[config.mk]
export PLATFORM = sky130hd
export DESIGN_NAME = ring_buffer_burst_ctrl_flat
export DESIGN_NICKNAME = d
export VERILOG_FILES = /design/src/rtl/rb_ctrl_pkg.sv /design/src/rtl/ring_buffer_burst_ctrl_if.sv /design/src/rtl/rb_occupancy_counter.sv /design/src/rtl/ring_buffer_burst_ctrl.sv /design/src/flat_wrapper.sv
export SDC_FILE = /design/constraint.sdc
export NUM_CORES = 1
export LEC_CHECK = 0
export CORE_MARGIN = 1
export CORE_UTILIZATION = 48
export DETAILED_ROUTE_END_ITERATION = 8
export GPL_TIMING_DRIVEN = 1
export PLACE_DENSITY_LB_ADDON = 0.2
export SLEW_MARGIN = 0
export SYNTH_ARGS = -nofsm -noshare
export SYNTH_HDL_FRONTEND = slang
export SYNTH_SLANG_ARGS = --single-unit
export TNS_END_PERCENT = 50
[constraint.sdc]
create_clock -name clk -period 3.4 [get_ports clk]
set_input_delay 0.68 -clock clk [delete_from_list [all_inputs] [get_ports clk]]
set_output_delay 0.68 -clock clk [all_outputs]
set_load 0.02 [all_outputs]
[src/rtl/rb_ctrl_pkg.sv]
// Shared types and sizing helpers for the ring-buffer burst sequencer.
package rb_ctrl_pkg;

  typedef enum logic [2:0] {
    ST_IDLE,
    ST_WAIT_EMPTY,
    ST_REQ,
    ST_FILL,
    ST_DRAIN
  } rb_ctrl_state_e;

  function automatic int unsigned rb_depth(input int unsigned num_lane,
                                           input int unsigned burst_length);
    return num_lane * burst_length;
  endfunction

  function automatic int unsigned rb_occ_w(input int unsigned depth);
    return $clog2(depth + 1);
  endfunction

  // Counter width that stays legal for a count of one.
  function automatic int unsigned rb_cnt_w(input int unsigned n);
    return (n > 1) ? $clog2(n) : 1;
  endfunction

endpackage

[src/rtl/ring_buffer_burst_ctrl_if.sv]
// DMA-side and consumer-side handshakes of the ring-buffer burst sequencer.
interface ring_buffer_burst_ctrl_if;

  logic burst_req;
  logic burst_ack;
  logic lane_valid;
  logic rb_wen;
  logic rb_ren;
  logic out_valid;
  logic out_ready;
  logic dout_valid;

  modport master (
    output burst_req, rb_wen, rb_ren, out_valid, dout_valid,
    input  burst_ack, lane_valid, out_ready
  );

  modport slave (
    input  burst_req, rb_wen, rb_ren, out_valid, dout_valid,
    output burst_ack, lane_valid, out_ready
  );

endinterface

[src/rtl/rb_occupancy_counter.sv]
// Buffer word count with overflow guard; reads and writes may share a cycle.
module rb_occupancy_counter
  import rb_ctrl_pkg::*;
#(
  parameter int unsigned NUM_LANE = 2,
  parameter int unsigned DEPTH    = 16,
  parameter int unsigned OCC_W    = 5
) (
  input  logic             clk,
  input  logic             rst,
  input  logic             wr_req,
  input  logic             rd_ready,
  output logic             wr_en,
  output logic             rd_en,
  output logic             out_valid,
  output logic             overflow,
  output logic [OCC_W-1:0] occupancy
);

  localparam int unsigned SUM_W = OCC_W + 1;

  logic [OCC_W-1:0] occ_q, occ_d;
  logic [SUM_W-1:0] occ_after_wr;

  assign out_valid = (occ_q != '0);
  assign rd_en     = out_valid & rd_ready;

  // Level after a beat lands, net of any read in the same cycle.
  assign occ_after_wr = SUM_W'(occ_q) + SUM_W'(NUM_LANE) - SUM_W'(rd_en);
  assign overflow     = wr_req & (occ_after_wr > SUM_W'(DEPTH));
  assign wr_en        = wr_req & ~overflow;

  always_comb begin
    occ_d = occ_q;
    if (wr_en) begin
      occ_d = OCC_W'(occ_after_wr);
    end else if (rd_en) begin
      occ_d = occ_q - OCC_W'(1);
    end
  end

  always_ff @(posedge clk or posedge rst) begin
    if (rst) begin
      occ_q <= '0;
    end else begin
      occ_q <= occ_d;
    end
  end

  assign occupancy = occ_q;

endmodule

[src/rtl/ring_buffer_burst_ctrl.sv]
// Burst sequencer for the lane-wide ring buffer: requests DMA bursts, gates writes, drains reads.
// Optional fill-stall cycle counter is enabled with RB_CTRL_STALL_CNT_EN.
module ring_buffer_burst_ctrl
  import rb_ctrl_pkg::*;
#(
  parameter  int unsigned NUM_LANE     = 2,
  parameter  int unsigned BURST_LENGTH = 8,
  parameter  int unsigned RD_LATENCY   = 1,
  parameter  int unsigned CNT_W        = 16,
  localparam int unsigned DEPTH        = rb_depth(NUM_LANE, BURST_LENGTH),
  localparam int unsigned OCC_W        = rb_occ_w(DEPTH)
) (
  input  logic                   clk,
  input  logic                   rst,
  input  logic                   start,
  input  logic [CNT_W-1:0]       num_bursts,
  output logic                   busy,
  output logic                   done,
  output logic [OCC_W-1:0]       occupancy,
  output logic                   protocol_err,
`ifdef RB_CTRL_STALL_CNT_EN
  output logic [31:0]            fill_stall_cnt,
`endif
  ring_buffer_burst_ctrl_if.master bus
);

  localparam int unsigned BEAT_W = rb_cnt_w(BURST_LENGTH);

  rb_ctrl_state_e          state_q, state_d;
  logic [CNT_W-1:0]        bursts_left_q, bursts_left_d;
  logic [BEAT_W-1:0]       beat_cnt_q, beat_cnt_d;
  logic                    done_q, done_d;
  logic                    err_q, err_d;
  logic [RD_LATENCY-1:0]   rd_pipe_q, rd_pipe_d;

  logic                    wr_req;
  logic                    wr_en;
  logic                    rd_en;
  logic                    out_valid;
  logic                    overflow;
  logic [OCC_W-1:0]        occ;

  assign wr_req = (state_q == ST_FILL) & bus.lane_valid;

  rb_occupancy_counter #(
    .NUM_LANE (NUM_LANE),
    .DEPTH    (DEPTH),
    .OCC_W    (OCC_W)
  ) u_occ (
    .clk       (clk),
    .rst       (rst),
    .wr_req    (wr_req),
    .rd_ready  (bus.out_ready),
    .wr_en     (wr_en),
    .rd_en     (rd_en),
    .out_valid (out_valid),
    .overflow  (overflow),
    .occupancy (occ)
  );

  // Sequencer: one burst in flight, the next only once the buffer has fully emptied.
  always_comb begin
    state_d       = state_q;
    bursts_left_d = bursts_left_q;
    beat_cnt_d    = beat_cnt_q;
    done_d        = 1'b0;
    err_d         = err_q | (bus.lane_valid & (state_q != ST_FILL)) | overflow;
    rd_pipe_d     = RD_LATENCY'({rd_pipe_q, rd_en});

    case (state_q)
      ST_IDLE: begin
        if (start) begin
          if (num_bursts == '0) begin
            done_d = 1'b1;
          end else begin
            bursts_left_d = num_bursts;
            state_d       = ST_WAIT_EMPTY;
          end
        end
      end
      ST_WAIT_EMPTY: begin
        if (occ == '0) begin
          state_d = ST_REQ;
        end
      end
      ST_REQ: begin
        if (bus.burst_ack) begin
          beat_cnt_d = '0;
          state_d    = ST_FILL;
        end
      end
      ST_FILL: begin
        if (bus.lane_valid) begin
          if (beat_cnt_q == BEAT_W'(BURST_LENGTH - 1)) begin
            beat_cnt_d    = '0;
            bursts_left_d = bursts_left_q - CNT_W'(1);
            state_d       = (bursts_left_q == CNT_W'(1)) ? ST_DRAIN : ST_WAIT_EMPTY;
          end else begin
            beat_cnt_d = beat_cnt_q + BEAT_W'(1);
          end
        end
      end
      ST_DRAIN: begin
        // Wait for the last read's data to leave the buffer's output pipeline too.
        if ((occ == '0) && (rd_pipe_q == '0)) begin
          done_d  = 1'b1;
          state_d = ST_IDLE;
        end
      end
      default: state_d = ST_IDLE;
    endcase
  end

  always_ff @(posedge clk or posedge rst) begin
    if (rst) begin
      state_q       <= ST_IDLE;
      bursts_left_q <= '0;
      beat_cnt_q    <= '0;
      done_q        <= 1'b0;
      err_q         <= 1'b0;
      rd_pipe_q     <= '0;
    end else begin
      state_q       <= state_d;
      bursts_left_q <= bursts_left_d;
      beat_cnt_q    <= beat_cnt_d;
      done_q        <= done_d;
      err_q         <= err_d;
      rd_pipe_q     <= rd_pipe_d;
    end
  end

`ifdef RB_CTRL_STALL_CNT_EN
  logic [31:0] stall_cnt_q, stall_cnt_d;

  // Cycles the DMA left the buffer starved mid-burst; saturating.
  always_comb begin
    stall_cnt_d = stall_cnt_q;
    if ((state_q == ST_IDLE) && start) begin
      stall_cnt_d = '0;
    end else if ((state_q == ST_FILL) && !bus.lane_valid && (stall_cnt_q != '1)) begin
      stall_cnt_d = stall_cnt_q + 32'd1;
    end
  end

  always_ff @(posedge clk or posedge rst) begin
    if (rst) begin
      stall_cnt_q <= '0;
    end else begin
      stall_cnt_q <= stall_cnt_d;
    end
  end

  assign fill_stall_cnt = stall_cnt_q;
`endif

  assign busy           = (state_q != ST_IDLE);
  assign done           = done_q;
  assign occupancy      = occ;
  assign protocol_err   = err_q;
  assign bus.burst_req  = (state_q == ST_REQ);
  assign bus.rb_wen     = wr_en;
  assign bus.rb_ren     = rd_en;
  assign bus.out_valid  = out_valid;
  assign bus.dout_valid = rd_pipe_q[RD_LATENCY-1];

endmodule

[src/flat_wrapper.sv]
// flat-port wrapper written by rule: the top's interface ports become plain ports
module ring_buffer_burst_ctrl_flat import rb_ctrl_pkg::*;
#(
  parameter  int unsigned NUM_LANE     = 2,
  parameter  int unsigned BURST_LENGTH = 8,
  parameter  int unsigned RD_LATENCY   = 1,
  parameter  int unsigned CNT_W        = 16,
  localparam int unsigned DEPTH        = rb_depth(NUM_LANE, BURST_LENGTH),
  localparam int unsigned OCC_W        = rb_occ_w(DEPTH)
)
  (clk, rst, start, num_bursts, busy, done, occupancy, protocol_err, bus_burst_req, bus_rb_wen, bus_rb_ren, bus_out_valid, bus_dout_valid, bus_burst_ack, bus_lane_valid, bus_out_ready);
  ring_buffer_burst_ctrl_if bus_i ();
  input  logic clk;
  input  logic rst;
  input  logic start;
  input  logic [CNT_W-1:0] num_bursts;
  output logic busy;
  output logic done;
  output logic [OCC_W-1:0] occupancy;
  output logic protocol_err;
  output wire logic [$bits(bus_i.burst_req)-1:0] bus_burst_req;
  output wire logic [$bits(bus_i.rb_wen)-1:0] bus_rb_wen;
  output wire logic [$bits(bus_i.rb_ren)-1:0] bus_rb_ren;
  output wire logic [$bits(bus_i.out_valid)-1:0] bus_out_valid;
  output wire logic [$bits(bus_i.dout_valid)-1:0] bus_dout_valid;
  input wire logic [$bits(bus_i.burst_ack)-1:0] bus_burst_ack;
  input wire logic [$bits(bus_i.lane_valid)-1:0] bus_lane_valid;
  input wire logic [$bits(bus_i.out_ready)-1:0] bus_out_ready;
  assign bus_burst_req = bus_i.burst_req;
  assign bus_rb_wen = bus_i.rb_wen;
  assign bus_rb_ren = bus_i.rb_ren;
  assign bus_out_valid = bus_i.out_valid;
  assign bus_dout_valid = bus_i.dout_valid;
  assign bus_i.burst_ack = bus_burst_ack;
  assign bus_i.lane_valid = bus_lane_valid;
  assign bus_i.out_ready = bus_out_ready;
  ring_buffer_burst_ctrl #(.NUM_LANE(NUM_LANE), .BURST_LENGTH(BURST_LENGTH), .RD_LATENCY(RD_LATENCY), .CNT_W(CNT_W)) u_core (.clk(clk), .rst(rst), .start(start), .num_bursts(num_bursts), .busy(busy), .done(done), .occupancy(occupancy), .protocol_err(protocol_err), .bus(bus_i));
endmodule
==> impl_metrics.py <==
metrics = {
    "floorplan": {
        "initial_core_util": 0.504,
        "die_x_um": 67.0,
        "core-area_um2": 4030,
        "ios": 35,
        "die_h_um": 67.0,
        "die-area_um2": 4500,
        "num_rows": 23,
    },
    "synth": {
        "yosysUniqueCellTypes": 44,
        "synth_top_area_frac": 0.370,
        "synth_area_leaders": "dfrtp_1, ha_1, o21ai_0, nor2_1, a21oi_1",
        "synth_common_cells": "dfrtp_1, nor2_1, o21ai_0, inv_1, a21oi_1",
        "ys.flop_type": "dfrtp_1",
        "syn_area_per_cell_um2": 8.95,
        "synthesis.area_um2": 2030,
        "ys_warn_count": 0,
        "syn_inst": 227,
        "yosysMostFrequentCell": "dfrtp_1",
        "ys_seq_elements": 30,
        "async_flop_share": 1.00,
        "syn-num-nets": 263,
        "yosysTopAreaCell": "dfrtp_1",
        "synth-edff-count": 0,
        "synth-seq-area-share": 0.370,
    },
    "critical_path": {
        "worst-setup-path-type": "register to output pin",
        "crit_path_end_kind": "output pin",
        "critPathMaxStageDelay_ps": 420,
        "slowest_stage": "dfrtp_2",
        "start_kind": "register",
        "worstPathCellList": "inv_4 -> ha_4 -> nand3b_1 -> and2_4 -> ha_4 -> inv_2 -> ha_4 -> inv_2 -> ha_4 -> xnor2_2 -> nand4b_1 -> a2111oi_4 -> nand2_4 -> inv_4 -> buf_6",
        "crit_fanout": 3,
        "arrival_ps": 2710,
        "cpMostUsedCell": "ha_4",
        "required_ps": 2720,
    },
    "sta": {
        "rsz0062_at_grt": "true",
        "max_freq_ghz": 0.295,
        "tightestPinTransition_ps": 1020,
        "period_share": 0.997,
        "finalSetupViolCount": 0,
        "hold_viol_final": 0,
        "fin_skew_ps": 4.27,
        "period_needed_ps": 3390,
        "slew_headroom": 0.314,
        "slew_violations": 0,
        "setup_tns_ps": 0,
        "fin_ws_ps": 10.4,
    },
    "grt": {
        "overflow": 0,
        "antenna_found_initial": 0,
        "grt_use_total": 0.230,
        "grt_pass1_vias": 1644,
        "grt_max_degree": 32,
        "grt_pass1_wl_um": 7700,
    },
    "clock_tree": {
        "clk_pin_slew_ps": 60,
        "clockBufferDepth": 2,
        "cts_sinks": 30,
        "cts_buffers": 5,
        "htreeDepth": 2,
        "clk_latency_ps": 280,
        "cts_root_buf": "clkbuf_8",
        "cts_tree": "done",
    },
    "power_and_ir_drop": {
        "power_frac_clock": 0.145,
        "p_seq_frac": 0.272,
        "switching_share": 0.411,
        "peakVddDrop_mv": 0.582,
        "cellPowerDensity_nw_per_um2": 886,
        "leakage_nw": 1.16,
        "pwr-share-comb": 0.582,
        "p_int_w": 0.00142,
        "power_switching_w": 0.000991,
    },
    "status": {
        "status": "complete, no violations",
    },
    "place": {
        "hpwl_um": 3710,
        "place_ws_ps": -565,
        "globalplace.congestion": 0.855,
        "port_buffers": 34,
    },
    "cells_and_area": {
        "drive_gt1_frac": 0.190,
        "seqCellArea_um2": 756,
        "diodes": 0,
        "fin_nets": 314,
        "syn2layout_area_growth_pct": 34.1,
        "multi_input_area_um2": 1250,
        "fillerInstances": 343,
    },
    "route": {
        "drt-total-wl_um": 4930,
        "antenna_left": 0,
        "vias": 1876,
        "first_pass_iters": 4,
        "wl_per_cell_um": 15.0,
        "drt_iter0_drc": 187,
        "drc": 0,
        "drt-vias-per-instance": 5.70,
    },
    "min_path": {
        "hold_class": "register to register",
    },
    "flow_run": {
        "maxCapViolCount": 0,
    },
}
-- cell families (layout without fill, tap and decap cells) --
logic type | count (synthesis) | count (layout) | synth area share
AOI/OAI and AO/OA | 72 | 72 | 0.240
buffers and inverters | 25 | 77 | 0.0487
xor gates and xnor gates | 6 | 6 | 0.0259
muxes | 6 | 6 | 0.0345
DFF | 30 | 30 | 0.370
and+or+nand+nor | 74 | 74 | 0.195
adders and majority gates | 14 | 14 | 0.0863
-- worst max-delay path, delay by kind of cell, from the launching register on --
family / cells / cell delay (ps)
buffers and inverters: 5 / 320
AOI/OAI and AO/OA: 1 / 410
and+or+nand+nor: 4 / 550
adders and majority gates: 4 / 570
xor gates and xnor gates: 1 / 150
DFF: 1 / 420
-- state kept, by name, summed over array words and instances, names as in the netlist --
signal	flops
u_core.beat_cnt_q	3
u_core.state_q	3
u_core.done	1
u_core.protocol_err	1
u_core.u_occ.occupancy	5
u_core.bus.dout_valid	1
u_core.bursts_left_q	16
-- layout by cell type (no fill, tap or decap), types with 2 or more instances in the layout --
| cell | netlist | layout |
|---|---|---|
| o2bb2ai_1 | 2 | 2 |
| or2_2 | 2 | 2 |
| dfrtp_2 | 0 | 4 |
| a32oi_1 | 3 | 3 |
| nor2_1 | 27 | 27 |
| inv_1 | 16 | 9 |
| dfrtp_1 | 30 | 26 |
| and3_1 | 3 | 3 |
| mux2_4 | 2 | 2 |
| nand2_4 | 2 | 2 |
| o21bai_1 | 2 | 2 |
| a21oi_1 | 15 | 15 |
| o21ai_0 | 21 | 21 |
| o22a_1 | 7 | 7 |
| inv_4 | 0 | 3 |
| nand2_1 | 7 | 7 |
| a211oi_1 | 2 | 2 |
| nand3_1 | 4 | 4 |
| a22o_1 | 3 | 3 |
| nand4_1 | 2 | 2 |
| buf_4 | 0 | 19 |
| a31oi_1 | 6 | 5 |
| a22oi_1 | 5 | 5 |
| mux2i_1 | 4 | 4 |
| and4b_1 | 2 | 2 |
| ha_1 | 14 | 10 |
| nor3_1 | 6 | 6 |
| clkdlybuf4s50_1 | 0 | 32 |
| xnor2_1 | 6 | 5 |
| clkbuf_8 | 0 | 5 |
| ha_4 | 0 | 4 |
| nor4_1 | 6 | 6 |
| clkbuf_1 | 5 | 2 |
| inv_2 | 0 | 4 |
| and2_1 | 4 | 3 |
-- per-layer routing --
| layer | global-route usage | vias up | routed length [um] |
|---|---|---|---|
| li1 | - | 943 | - |
| met1 | 0.317 | 890 | 2280 |
| met2 | 0.361 | 36 | 2400 |
| met3 | 0.0548 | 7 | 200 |
| met4 | 0.0452 | 0 | 49 |
| met5 | 0 | - | 0 |
-- stage by stage --
step	instance area (um^2)	total power [W]	instances	util	hold slack, ps
CTS	2720	0.00242	329	0.676	480
global placement	2590	0.00200	318	0.643	465
global route	2720	0.00259	329	0.676	499
floorplan	2110	0.00160	227	-	463
finish	2720	0.00241	329	0.676	477
detailed placement	2590	0.00204	318	0.643	461
-- path summary, 6_finish.rpt --
| check | start | endpoint | slack [ps] | depth (start not counted) |
|---|---|---|---|---|
| worst max-delay path | u_core.u_occ.occupancy[3]$_DFFE_PP0P_ | bus_rb_wen | 10 | 15 |
| worst min-delay path | u_core.protocol_err$_DFF_PP0_ | u_core.protocol_err$_DFF_PP0_ | 480 | 1 |
| worst max register to register | u_core.u_occ.occupancy[3]$_DFFE_PP0P_ | u_core.u_occ.occupancy[1]$_DFFE_PP0P_ | 520 | 15 |
| worst min register to register | u_core.protocol_err$_DFF_PP0_ | u_core.protocol_err$_DFF_PP0_ | 480 | 1 |
| max in group asynchronous | rst | u_core.u_occ.occupancy[3]$_DFFE_PP0P_ | 2330 | 3 |
| min in group asynchronous | rst | u_core.bursts_left_q[10]$_DFFE_PP0P_ | 770 | 3 |
-- layout make-up --
class / count / area share
Inverter: 16 / 0.0248
Clock inverter: 1 / 0.0110
Tap cell: 50 / 0.0230
Multi-Input combinational cell: 172 / 0.458
Timing Repair Buffer: 53 / 0.177
Clock buffer: 7 / 0.0280
Sequential cell: 30 / 0.278
-- repair_timing --
action,in CTS,in global routing
pin swaps,7,3
cloned,0,0
setup endpoints to repair,1,1
hold endpoints to repair,0,0
hold buffers,0,0
resized for setup,8,0
setup buffers,3,0
-- power by group through the flow --
stage	sequential, W	combinational, W	clock [W]
floorplan	0.000694	0.000909	0
global placement	0.000651	0.00135	0
detailed placement	0.000660	0.00138	0
CTS	0.000655	0.00141	0.000356
global route	0.000677	0.00154	0.000373
finish	0.000657	0.00141	0.000350
No activity file was read; power rests on OpenSTA's default activity.
